File: config.mk
export PLATFORM = sky130hd
export DESIGN_NAME = tanh_inverse_search_4bit
export DESIGN_NICKNAME = d
export VERILOG_FILES = /design/src/rtl/tanh_inv_pkg.sv /design/src/rtl/tanh_fwd_approx_4bit.sv /design/src/rtl/tanh_inverse_search_4bit.sv
export SDC_FILE = /design/constraint.sdc
export NUM_CORES = 1
export LEC_CHECK = 0
export ABC_AREA = 1
export CORE_MARGIN = 10
export CORE_UTILIZATION = 54
export CTS_CLUSTER_DIAMETER = 60
export DETAILED_ROUTE_END_ITERATION = 12
export DONT_BUFFER_PORTS = 1
export PLACE_DENSITY = 0.7
export SLEW_MARGIN = 20
export SYNTH_ARGS = -nofsm -noshare
export SYNTH_HDL_FRONTEND = slang
export SYNTH_SLANG_ARGS = --single-unit
File: constraint.sdc
create_clock -name clk -period 6 [get_ports clk]
set_input_delay 0.3 -clock clk [delete_from_list [all_inputs] [get_ports clk]]
set_output_delay 0.3 -clock clk [all_outputs]
set_load 0.01 [all_outputs]
File: src/rtl/tanh_inv_pkg.sv
// Shared definitions for the 4-bit approximate-tanh inverse search.
// Contents: FSM state enum, code width, last sweep index, result payload
// struct and the 4-bit absolute-difference helper.
package tanh_inv_pkg;

  localparam int unsigned W = 4;
  localparam logic [W-1:0] SWEEP_LAST = 4'd15;

  typedef enum logic [1:0] {
    IDLE  = 2'd0,
    SWEEP = 2'd1,
    DONE  = 2'd2
  } state_t;

  // Result payload presented on the output handshake.
  typedef struct packed {
    logic [W-1:0] x;
    logic         exact;
    logic [W-1:0] err;
  } res_t;

  // |a-b| computed as larger minus smaller, so it never underflows.
  function automatic logic [W-1:0] abs_diff4(input logic [W-1:0] a,
                                             input logic [W-1:0] b);
    return (a > b) ? W'(a - b) : W'(b - a);
  endfunction

endpackage

File: src/rtl/tanh_fwd_approx_4bit.sv
// Combinational forward model of the 4-bit approximate tanh: o_f = f(i_x).
// Ports:
//   i_x  4-bit input code
//   o_f  4-bit approximate tanh output code
module tanh_fwd_approx_4bit
  import tanh_inv_pkg::*;
(
  input  logic [W-1:0] i_x,
  output logic [W-1:0] o_f
);

  // Forward lookup table.
  always_comb begin
    o_f = '0;
    unique case (i_x)
      4'd0:  o_f = 4'd0;
      4'd1:  o_f = 4'd3;
      4'd2:  o_f = 4'd12;
      4'd3:  o_f = 4'd3;
      4'd4:  o_f = 4'd8;
      4'd5:  o_f = 4'd3;
      4'd6:  o_f = 4'd12;
      4'd7:  o_f = 4'd15;
      4'd8:  o_f = 4'd0;
      4'd9:  o_f = 4'd3;
      4'd10: o_f = 4'd12;
      4'd11: o_f = 4'd11;
      4'd12: o_f = 4'd4;
      4'd13: o_f = 4'd3;
      4'd14: o_f = 4'd12;
      4'd15: o_f = 4'd15;
      default: o_f = '0;
    endcase
  end

endmodule

File: src/rtl/tanh_inverse_search_4bit.sv
// Sequential inverse of the 4-bit approximate tanh. For a target code y it
// sweeps x=0..15 through the forward model, one candidate per cycle, and
// returns the smallest x with f(x)==y, or else the smallest x minimising
// |f(x)-y|.
// Build option: define TANH_INV_EARLY_EXIT_EN to end the sweep on the first
// exact match (results are unchanged, only latency shrinks).
// Ports:
//   clk, rst_n            clock, asynchronous active-low reset
//   in_valid/in_ready     request handshake, in_code = target y
//   out_valid/out_ready   result handshake
//   out_x, out_exact, out_err  found x, f(x)==y flag, |f(x)-y|
//   busy                  high while sweeping or holding a result
module tanh_inverse_search_4bit
  import tanh_inv_pkg::*;
(
  input  logic         clk,
  input  logic         rst_n,
  input  logic         in_valid,
  output logic         in_ready,
  input  logic [W-1:0] in_code,
  output logic         out_valid,
  input  logic         out_ready,
  output logic [W-1:0] out_x,
  output logic         out_exact,
  output logic [W-1:0] out_err,
  output logic         busy
);

  state_t       r_state,    w_state_n;
  logic [W-1:0] r_idx,      w_idx_n;
  logic [W-1:0] r_target,   w_target_n;
  logic [W-1:0] r_best_x,   w_best_x_n;
  logic [W-1:0] r_best_err, w_best_err_n;
  res_t         r_res,      w_res_n;
  logic         r_out_valid, w_out_valid_n;
  logic         r_in_ready,  w_in_ready_n;
  logic         r_busy,      w_busy_n;

  logic [W-1:0] w_f;
  logic [W-1:0] w_d;
  logic [W-1:0] w_cand_x;
  logic [W-1:0] w_cand_err;
  logic         w_better;
  logic         w_last;

  tanh_fwd_approx_4bit u_fwd (
    .i_x (r_idx),
    .o_f (w_f)
  );

  // Candidate evaluation; strict compare keeps the smaller x on ties.
  assign w_d        = abs_diff4(w_f, r_target);
  assign w_better   = (w_d < r_best_err);
  assign w_cand_x   = w_better ? r_idx : r_best_x;
  assign w_cand_err = w_better ? w_d   : r_best_err;

`ifdef TANH_INV_EARLY_EXIT_EN
  // The first exact hit is already the smallest x, so stopping is safe.
  assign w_last = (r_idx == SWEEP_LAST) || (w_d == '0);
`else
  assign w_last = (r_idx == SWEEP_LAST);
`endif

  // State and datapath registers.
  always_ff @(posedge clk or negedge rst_n) begin
    if (!rst_n) begin
      r_state     <= IDLE;
      r_idx       <= '0;
      r_target    <= '0;
      r_best_x    <= '0;
      r_best_err  <= '0;
      r_res       <= '0;
      r_out_valid <= 1'b0;
      r_in_ready  <= 1'b1;
      r_busy      <= 1'b0;
    end else begin
      r_state     <= w_state_n;
      r_idx       <= w_idx_n;
      r_target    <= w_target_n;
      r_best_x    <= w_best_x_n;
      r_best_err  <= w_best_err_n;
      r_res       <= w_res_n;
      r_out_valid <= w_out_valid_n;
      r_in_ready  <= w_in_ready_n;
      r_busy      <= w_busy_n;
    end
  end

  // Next-state and next-output logic.
  always_comb begin
    w_state_n     = r_state;
    w_idx_n       = r_idx;
    w_target_n    = r_target;
    w_best_x_n    = r_best_x;
    w_best_err_n  = r_best_err;
    w_res_n       = r_res;
    w_out_valid_n = r_out_valid;
    w_in_ready_n  = r_in_ready;
    w_busy_n      = r_busy;

    unique case (r_state)
      IDLE: begin
        if (in_valid && r_in_ready) begin
          w_state_n    = SWEEP;
          w_target_n   = in_code;
          w_idx_n      = '0;
          w_best_x_n   = '0;
          w_best_err_n = 4'd15;
          w_in_ready_n = 1'b0;
          w_busy_n     = 1'b1;
        end
      end
      SWEEP: begin
        w_best_x_n   = w_cand_x;
        w_best_err_n = w_cand_err;
        if (w_last) begin
          w_state_n     = DONE;
          w_out_valid_n = 1'b1;
          w_res_n.x     = w_cand_x;
          w_res_n.err   = w_cand_err;
          w_res_n.exact = (w_cand_err == '0);
        end else begin
          w_idx_n = W'(r_idx + 4'd1);
        end
      end
      DONE: begin
        if (out_ready) begin
          w_state_n     = IDLE;
          w_out_valid_n = 1'b0;
          w_in_ready_n  = 1'b1;
          w_busy_n      = 1'b0;
        end
      end
      default: begin
        w_state_n = IDLE;
      end
    endcase
  end

  assign in_ready  = r_in_ready;
  assign out_valid = r_out_valid;
  assign out_x     = r_res.x;
  assign out_exact = r_res.exact;
  assign out_err   = r_res.err;
  assign busy      = r_busy;

endmodule

==> results.py <==
metrics = {
    "pwr": {
        "p_leak_nw": 0.986,
        "power_density_nw_per_um2": 189,
        "power_frac_seq": 0.553,
        "combPwrFrac": 0.016,
        "pwr-share-clk": 0.432,
        "worst_ir_drop_vdd_v": 0.000114,
        "switching_share": 0.207,
        "switchingPower_w": 0.0000756,
        "p_int_w": 0.000290,
    },
    "cts": {
        "post_cts_resize_count": 0,
        "cts_tree": "done",
        "ctsHoldBuffers": 2,
        "cts_sinks": 30,
        "clk_pin_slew_ps": 100,
        "numCtsBuffers": 5,
        "postCtsSetupBuffers": 0,
        "clk_latency_ps": 330,
        "cts_max_level": 2,
        "clock-root-buffer": "clkbuf_4",
        "cts.path.max_buffers": 2,
    },
    "worst_setup_path": {
        "critical_path.max_stage_delay_ps": 540,
        "cp-startpoint": "r_idx[0]",
        "cpMaxStageDelayCell": "dfrtp_1",
        "cp-endpoint": "out_err[2]",
        "arrival_ps": 3860,
        "r2r_slack_ps": 2370,
        "start_kind": "flop",
        "reg2regPathDepth": 18,
        "r2r_end": "out_err[2]",
        "crit_path_max_fanout": 11,
        "cp-end-kind": "flop",
        "crit_type": "flop to flop",
        "required_ps": 6220,
        "reg2reg_from": "r_idx[0]",
        "cp_common_cell": "nor2_1",
        "crit_chain": "inv_1, ha_1, nor2_1, a21oi_1, ha_1, nand2_2, nor2_1, nor2_1, nor2_1, nand3_1, nand2_1, inv_1, ha_1, a21oi_2, nand2_1, nand2_1, nand2_2, mux2_2",
    },
    "hold_path": {
        "min_path_type": "input port to flop",
        "holdPathStages": 1,
    },
    "floorplanning": {
        "core_area_sq_um": 3100,
        "die_x_um": 77.5,
        "start_util": 0.576,
        "io_pins": 20,
        "die_area_sq_um": 6010,
        "num_rows": 20,
        "die_height_um": 77.5,
    },
    "detailed_routing": {
        "drtIter0Drc": 131,
        "wl_mm": 3.63,
        "wl_per_cell_um": 13.4,
        "vias": 1411,
        "vias_per_cell": 5.23,
        "dr.pass1.iters": 4,
        "ant_nets": 0,
        "drcViolationCount": 0,
    },
    "synth": {
        "syn-num-nets": 242,
        "yosysWarnings": 0,
        "yosysSeqAreaShare": 0.421,
        "synth_seq_cells": 30,
        "synth_area_leader_cell": "dfrtp_1",
        "synth_area_per_cell_sq_um": 8.16,
        "netlist.area_leader.share": 0.406,
        "synthTopCellsByArea": "dfrtp_1, nand2_1, ha_1, inv_1, nand3_1",
        "netlist_area_sq_um": 1790,
        "syn_inst": 219,
        "yosysUniqueCellTypes": 25,
    },
    "sta": {
        "relSlewSlack": 0.635,
        "rsz0062_at_grt": "no",
        "tightest_slew_ps": 546,
        "tns_ps": 0,
        "finalMaxSlewViolations": 0,
        "clock_skew_ps": 10.3,
        "finalHoldViolations": 0,
        "max_freq_ghz": 0.275,
        "period_share": 0.606,
        "setup_viol": 0,
        "min_period_ps": 3630,
    },
    "final_layout": {
        "area_delta_synth_final_pct": 8.12,
        "final_cell_mix": "nand2_1, inv_1, dfrtp_1, nand3_1",
        "final_nets": 248,
        "multi_input_area_sq_um": 882,
        "fillers": 288,
        "diodes": 0,
        "final_core_util": 0.623,
        "drive_above_1_share": 0.137,
        "final_common_cell": "nand2_1",
        "ff_latch_area_sq_um": 752,
    },
    "grt": {
        "track_usage": 0.129,
        "antenna_found_initial": 0,
        "grt_pass1_vias": 1496,
        "grt-ovfl-total": 0,
        "grt_pass1_wl_mm": 6.49,
        "grt_max_degree": 31,
    },
    "flow_run": {
        "drv_cap": 0,
    },
    "placement": {
        "gp_congestion": 0.902,
        "io_buffers": 0,
        "dp_hpwl_mm": 2.83,
    },
    "run_status": {
        "status": "finished, final reports clean",
    },
}
-- logic make-up after synthesis --
family	count (synthesis)	synth area share
flip-flops	30	0.421
XOR/XNOR	2	0.00981
AND/OR/NAND/NOR	99	0.261
adder cells (fa/ha/maj)	15	0.113
AO/OA/AOI/OAI	32	0.0966
buffers and inverters	39	0.0854
multiplexers	2	0.0126
-- critical path, delay by kind of cell, from the launching register on --
family	cells	cell delay, ps
buffers and inverters	2	250
and+or+nand+nor	10	1180
DFF	1	540
muxes	1	260
AOI/OAI and AO/OA	2	300
adders and majority gates	3	1000
-- layout make-up --
class | count | area share
tap | 44 | 0.0285
clock buffer | 5 | 0.0194
timing repair buffer | 2 | 0.0155
multi-input combinational | 150 | 0.457
inverter | 36 | 0.0699
clock inverter | 3 | 0.0207
sequential | 30 | 0.389
-- metrics by stage --
stage               cells  total power, W  hold WS (ps)  instance area, sq um  setup slack (ps)
floorplan             219        0.000206          4.41                  1790              2870
global placement      260        0.000206          5.34                  1820              2580
detailed placement    260        0.000206          5.35                  1820              2400
CTS                   270        0.000369          52.3                  1930              2370
global route          270        0.000378          46.4                  1930              1950
finish                270        0.000366          53.6                  1930              2370
-- flip-flops by register name (all words and copies together) (netlist names) --
signal / count
out_valid: 1
out_err: 4
r_best_x: 4
in_ready: 1
busy: 1
out_x: 4
r_best_err: 4
r_state: 2
out_exact: 1
r_idx: 4
r_target: 4
-- cell usage after synthesis --
cell type / number
nand2_1: 54
inv_1: 31
dfrtp_1: 29
nand3_1: 14
ha_1: 13
o21ai_1: 13
nor2_1: 12
o22ai_1: 7
a21oi_1: 6
nand2_2: 6
inv_2: 5
o21ai_0: 5
nand3_2: 4
and2_1: 2
buf_2: 2
fa_1: 2
mux2_2: 2
nand3b_1: 2
nor2_4: 2
nor3_1: 2
xnor2_1: 2
a21oi_2: 1
buf_4: 1
dfstp_2: 1
nand2_4: 1
-- worst min-delay path by stage --
| stage | start | end | slack, ps |
|---|---|---|---|
| 4_1_cts | out_ready | r_state[1] | 50 |
| 5_1_grt | out_ready | r_state[1] | 50 |
| 2_1_floorplan | rst_n | busy | 4 |
| 3_3_place_gp | rst_n | r_state[1] | 5 |
| 6_report | out_ready | r_state[1] | 50 |
| 3_5_place_dp | rst_n | out_valid | 5 |
-- metal layers --
metal	wire (um)	track usage	up-vias
met5	0	0	-
met4	82	0.0511	0
met3	208	0.0403	9
met2	1790	0.219	34
met1	1550	0.147	660
li1	-	-	708
-- power by group through the flow --
stage / logic [W] / clock network [W] / registers (W)
global placement: 0.000000000854 / 0 / 0.000206
CTS: 0.00000611 / 0.000160 / 0.000202
finish: 0.00000580 / 0.000158 / 0.000202
floorplan: 0.000000000864 / 0 / 0.000206
global route: 0.00000679 / 0.000169 / 0.000202
detailed placement: 0.000000000854 / 0 / 0.000206
(Power assumes the default switching activity.)
